**config.mk**
```make
export PLATFORM = sky130hd
export DESIGN_NAME = fifo_to_mem
export DESIGN_NICKNAME = d
export VERILOG_FILES = /design/src/rtl/fifo_to_mem.sv
export SDC_FILE = /design/constraint.sdc
export NUM_CORES = 1
export LEC_CHECK = 0
export ABC_AREA = 1
export CORE_MARGIN = 10
export CORE_UTILIZATION = 44
export CTS_BUF_LIST = sky130_fd_sc_hd__clkbuf_2
export DETAILED_ROUTE_END_ITERATION = 7
export GPL_TIMING_DRIVEN = 0
export PLACE_DENSITY = 0.84
export SLEW_MARGIN = 30
export SYNTH_ARGS = -nofsm -noshare
export SYNTH_HDL_FRONTEND = slang
export SYNTH_SLANG_ARGS = --single-unit
```
**constraint.sdc**
```tcl
create_clock -name clk -period 1.79 [get_ports clk]
set_input_delay 0.4475 -clock clk [delete_from_list [all_inputs] [get_ports clk]]
set_output_delay 0.4475 -clock clk [all_outputs]
set_load 0.05 [all_outputs]
```
**src/rtl/fifo_to_mem.sv**
```systemverilog
// Drains an FWFT capture FIFO into SRAM through a one-entry registered write port.
// Optional STORE_WORD_COUNT_EN adds a saturating count of accepted writes (stored_words).
module fifo_to_mem #(
  parameter int FIFO_DATA_WIDTH    = 144,
  parameter int MEM_ADDR_WIDTH     = 19,
  parameter int MEM_DATA_WIDTH     = 144,
  parameter int MEM_BW_WIDTH       = 4,
  parameter int MEM_ADDR_LOW       = 0,
  parameter int REPLAY_COUNT_WIDTH = 32
) (
  input  logic                          clk,
  input  logic                          rst,
  input  logic [FIFO_DATA_WIDTH-1:0]    fifo_dout,
  input  logic                          fifo_empty,
  output logic                          fifo_rd_en,
  output logic                          app_wr_cmd,
  output logic [MEM_ADDR_WIDTH-1:0]     app_wr_addr,
  output logic [MEM_DATA_WIDTH-1:0]     app_wr_data,
  output logic [MEM_BW_WIDTH-1:0]       app_wr_bw,
  input  logic                          app_wr_rdy,
  input  logic                          cal_done,
  input  logic                          start_store,
  input  logic                          stop_store,
  input  logic                          sw_rst,
  output logic                          store_busy,
  output logic                          store_done,
  output logic                          mem_addr_high,
  output logic [MEM_ADDR_WIDTH-1:0]     q0_mem_high,
`ifdef STORE_WORD_COUNT_EN
  output logic [REPLAY_COUNT_WIDTH-1:0] stored_words,
`endif
  output logic [2:0]                    state_dbg
);

  typedef enum logic [2:0] {
    S_IDLE     = 3'd0,
    S_WAIT_CAL = 3'd1,
    S_WRITE    = 3'd2,
    S_FLUSH    = 3'd3,
    S_DONE     = 3'd4
  } state_t;

  localparam logic [MEM_ADDR_WIDTH-1:0] ADDR_LOW = MEM_ADDR_LOW[MEM_ADDR_WIDTH-1:0];
  localparam logic [MEM_ADDR_WIDTH-1:0] ADDR_MAX = '1;

  state_t                    state, next_state;
  logic [MEM_ADDR_WIDTH-1:0] addr_cnt;
  logic                      full_flag;
  logic                      stop_latch;
  logic                      reloadable, accept, stop_eff, at_top, rec_begin;

  // Write port handshake: a command is accepted on any rising edge where
  // app_wr_cmd and app_wr_rdy are both high; until then addr/data hold.
  assign reloadable = !app_wr_cmd || app_wr_rdy;
  assign accept     = app_wr_cmd && app_wr_rdy;
  assign stop_eff   = stop_latch || stop_store;
  assign at_top     = (addr_cnt == ADDR_MAX);
  assign rec_begin  = (state == S_WAIT_CAL) && cal_done;
  assign fifo_rd_en = (state == S_WRITE) && !fifo_empty && reloadable && !full_flag;

  assign app_wr_bw  = '1;
  assign store_busy = (state == S_WAIT_CAL) || (state == S_WRITE) || (state == S_FLUSH);
  assign store_done = (state == S_DONE);
  assign state_dbg  = state;

  always_comb begin
    next_state = state;
    case (state)
      S_IDLE:     if (start_store) next_state = S_WAIT_CAL;
      S_WAIT_CAL: if (cal_done) next_state = S_WAIT_CAL == state ? S_WRITE : state;
      S_WRITE: begin
        // A pop that lands on the top address ends the record; otherwise a
        // pending stop ends it only once the FIFO has nothing left to pop.
        if (fifo_rd_en && at_top)
          next_state = S_FLUSH;
        else if (stop_eff && fifo_empty && !fifo_rd_en)
          next_state = S_FLUSH;
      end
      S_FLUSH:    if (!app_wr_cmd) next_state = S_DONE;
      S_DONE:     if (start_store) next_state = S_WAIT_CAL;
      default:    next_state = S_IDLE;
    endcase
  end

  always_ff @(posedge clk or negedge rst) begin
    if (!rst)        state <= S_IDLE;
    else if (sw_rst) state <= S_IDLE;
    else             state <= next_state;
  end

  always_ff @(posedge clk or negedge rst) begin
    if (!rst) begin
      addr_cnt      <= ADDR_LOW;
      full_flag     <= 1'b0;
      mem_addr_high <= 1'b0;
      q0_mem_high   <= ADDR_LOW;
      stop_latch    <= 1'b0;
      app_wr_cmd    <= 1'b0;
      app_wr_addr   <= '0;
      app_wr_data   <= '0;
    end else if (sw_rst) begin
      addr_cnt      <= ADDR_LOW;
      full_flag     <= 1'b0;
      mem_addr_high <= 1'b0;
      q0_mem_high   <= ADDR_LOW;
      stop_latch    <= 1'b0;
      app_wr_cmd    <= 1'b0;
      app_wr_addr   <= '0;
      app_wr_data   <= '0;
    end else begin
      if (rec_begin) begin
        addr_cnt      <= ADDR_LOW;
        full_flag     <= 1'b0;
        mem_addr_high <= 1'b0;
        q0_mem_high   <= ADDR_LOW;
      end
      // A stop seen before the record starts is kept so it applies on entry to WRITE.
      if (state == S_WRITE && next_state != S_WRITE)
        stop_latch <= 1'b0;
      else if (stop_store && (state == S_IDLE || state == S_WAIT_CAL || state == S_WRITE))
        stop_latch <= 1'b1;
      if (fifo_rd_en) begin
        app_wr_cmd  <= 1'b1;
        app_wr_addr <= addr_cnt;
        app_wr_data <= fifo_dout;
        if (at_top) begin
          full_flag     <= 1'b1;
          mem_addr_high <= 1'b1;
        end else begin
          addr_cnt <= addr_cnt + 1'b1;
        end
      end else if (accept) begin
        app_wr_cmd <= 1'b0;
      end
      if (accept)
        q0_mem_high <= app_wr_addr;
    end
  end

`ifdef STORE_WORD_COUNT_EN
  always_ff @(posedge clk or negedge rst) begin
    if (!rst)
      stored_words <= '0;
    else if (sw_rst)
      stored_words <= '0;
    else if (start_store && (state == S_IDLE || state == S_DONE))
      stored_words <= '0;
    else if (accept && stored_words != '1)
      stored_words <= stored_words + 1'b1;
  end
`endif

endmodule

```
==> run metrics <==
gr usage total 0.252; Die Ht 157 um; asr flop ratio synth 1.00; RSZ-0062 raised after global routing yes; Peak supply drop between 0.4 and 0.5 mV; RR Startpoint state_dbg[0]$_DFF_PN0_; setup_tns -8.71 ns; Worst Reg-to-Reg Cells 8; vias in the first global route 8096; DIE AREA 0.0245 sq mm; layout cell share with drive strength beyond 1 0.379; failing checks negative setup slack; first-pass GRT wire length 48000 um; Clock Latency Late Sink approximately 0.85 ns; largest net degree at the start of global routing 86; Final Hold Viols 0; IO buf count 340; clock skew 0.109 ns; global routing's busiest layer met2; Top FF cell, synth dfrtp_1; main area contributors after synthesis dfrtp_1 (63%), a22o_1 (15%), nand2_1 (4.0%), nand3_1 (2.7%), inv_1 (2.2%); Final period util 1.21; total wire length 35000 um; Die W 157 um; setup ws final -0.372 ns; clk sinks 208; WL/cell between 20 and 25 um; CP startpoint kind register; HP Class input port to asynchronous set/reset pin; area grow syn2layout 70.1%; Cell Area, Placed 0.0120 sq mm; status finished, violations left; fmax about 460 MHz; vias per inst 5.39; filler cell count 1091; RR Endpoint q0_mem_high[17]$_DFFE_PN0P_; CTS tree built; DR pass1 iterations 5; DRC errors left 0; HPWL Detailed 22500 um; CP Max Fanout 6; largest area contributor in the netlist dfrtp_1; routing usage on met3 0.0825; CTS Root Cell clkbuf_2; Syn Inst Count between 700 and 800; Design Power approximately 9.5 mW; Max Buffers Root-to-Sink 3; Pins Over Slew Limit 0; global route overflow 0; PD cells approximately 680 mW/mm^2; IO Count roughly 350; H-tree Lvls 2; initial antenna violation count 2; static leakage 7.12 nW; Netlist cell types 31; Yosys reg bits 208; critical path class register to output pin; CP required approximately 1.3 ns; top cell type's share of synthesized area 0.633; Core Util, Final 0.770; Critical Path End Type output pin; Arr. time, crit path 1.71 ns; Seq/Total Area, Yosys 0.633; Core ar. 0.0181 sq mm; Avg Cell Area, Syn 11.7 sq um; GR Util met1 0.286; commonest non-fill, non-tap cell in the layout buf_6; Max Cap Viol 0; Post-synth EDFFs 0; cts bufs inserted 52; clock period minus worst slack 2.16 ns; Hold Slack approximately 0.16 ns; Starting Density 0.453; final setup vio count 144; DR vias 8204; post-route ant nets 0; Ys Warns 0; DRT iter0 DRCs 526; Cell Rows 49; Worst R2R Setup Slack ~0.030 ns; Syn Std Cell Area 0.00822 sq mm; commonest non-fill, non-tap cells in the layout buf_6 (204), dfrtp_1 (203), buf_4 (166), clkdlybuf4s50_1 (149), a22o_1 (144); clock-pin slew on the worst setup and hold paths 0.13 ns; design area 0.0140 sq mm; GPL Wtd Cong 0.885; # nets final 1408; met2 global-route usage 0.432
-- stage by stage --
| stage | instances | setup WS, ns |
|---|---|---|
| 6_report | 1522 | -0.372 |
| 5_1_grt | 1521 | -0.467 |
| 4_1_cts | 1448 | -0.440 |
| 3_5_place_dp | 1276 | -1.04 |
| 3_3_place_gp | 1274 | -9.15 |
| 2_1_floorplan | 705 | -0.0565 |
-- repair_timing --
item,in CTS,in global routing
endpoints found under the setup margin,201,365
buffers inserted,81,71
gates resized for setup,1334,29
endpoints found under the hold margin,214,0
hold buffers,2,0
pin swaps,3,1
cloned,0,0
-- Yosys cell counts (all sizes together), types with 5 or more instances --
master  count
nand2      89
dfrtp     208
nor2       31
inv        51
o22ai      17
xor2       11
buf        44
a21oi       6
o21ai      27
clkbuf      5
o31ai       6
nand3      45
nor3        6
nand4       5
a22o      144
-- sequential cells by signal, indices dropped and copies added (netlist names) --
register,count
addr_cnt,19
app_wr_addr,19
app_wr_cmd,1
app_wr_data,144
full_flag,1
mem_addr_high,1
q0_mem_high,19
state_dbg,3
stop_latch,1
-- worst max path at each step --
stage,startpoint,endpoint,slack (ns),cells past startpoint
6_report,state_dbg[0]$_DFF_PN0_,fifo_rd_en,-0.37,4
5_1_grt,state_dbg[0]$_DFF_PN0_,fifo_rd_en,-0.47,4
4_1_cts,state_dbg[2]$_DFF_PN0_,fifo_rd_en,-0.44,4
3_5_place_dp,app_wr_rdy,fifo_rd_en,-1.04,6
3_3_place_gp,rst,state_dbg[2]$_DFF_PN0_,-9.15,1
2_1_floorplan,state_dbg[2]$_DFF_PN0_,app_wr_data[0]$_DFFE_PN0P_,-0.06,7
-- final cells by class --
cell class / instances / area (sq um) / share of cell area
flip-flops and latches: 208 / 5210 / 0.373
repair buffers: 496 / 4880 / 0.349
multi-input cells: 396 / 2560 / 0.183
plain buffers: 49 / 385 / 0.0276
clock buffers: 71 / 355 / 0.0254
well taps: 229 / 287 / 0.0205
inverters: 52 / 203 / 0.0145
clock inverters: 18 / 96.3 / 0.00689
diodes: 3 / 7.51 / 0.000537
-- where the power goes --
part	total [mW]	switching, mW	leakage, nW	internal, mW
registers	4.83	0.0653	2.89	4.77
clock network	3.31	2.10	0.340	1.21
logic	1.37	0.724	3.89	0.648
-- per-layer routing --
metal	up-vias	wire, um	part of all wire
met5	-	0	0
met4	0	1470	0.042
met3	104	3390	0.097
met2	471	17600	0.50
met1	4014	12500	0.36
li1	3615	-	-
-- critical path, cell delays in order, from the launching register on --
cell,delay (ns)
dfrtp_2,0.47
inv_2,0.10
nand3_4,0.09
nor2_4,0.12
buf_8,0.16
-- cell families after synthesis --
group,share of synthesized area
AO/OA/AOI/OAI,0.193
XOR/XNOR,0.0117
adder cells (fa/ha/maj),0.00152
buffers and inverters,0.0652
flip-flops,0.633
other,0.000456
AND/OR/NAND/NOR,0.0945
Power figures use the tool's default switching activity.
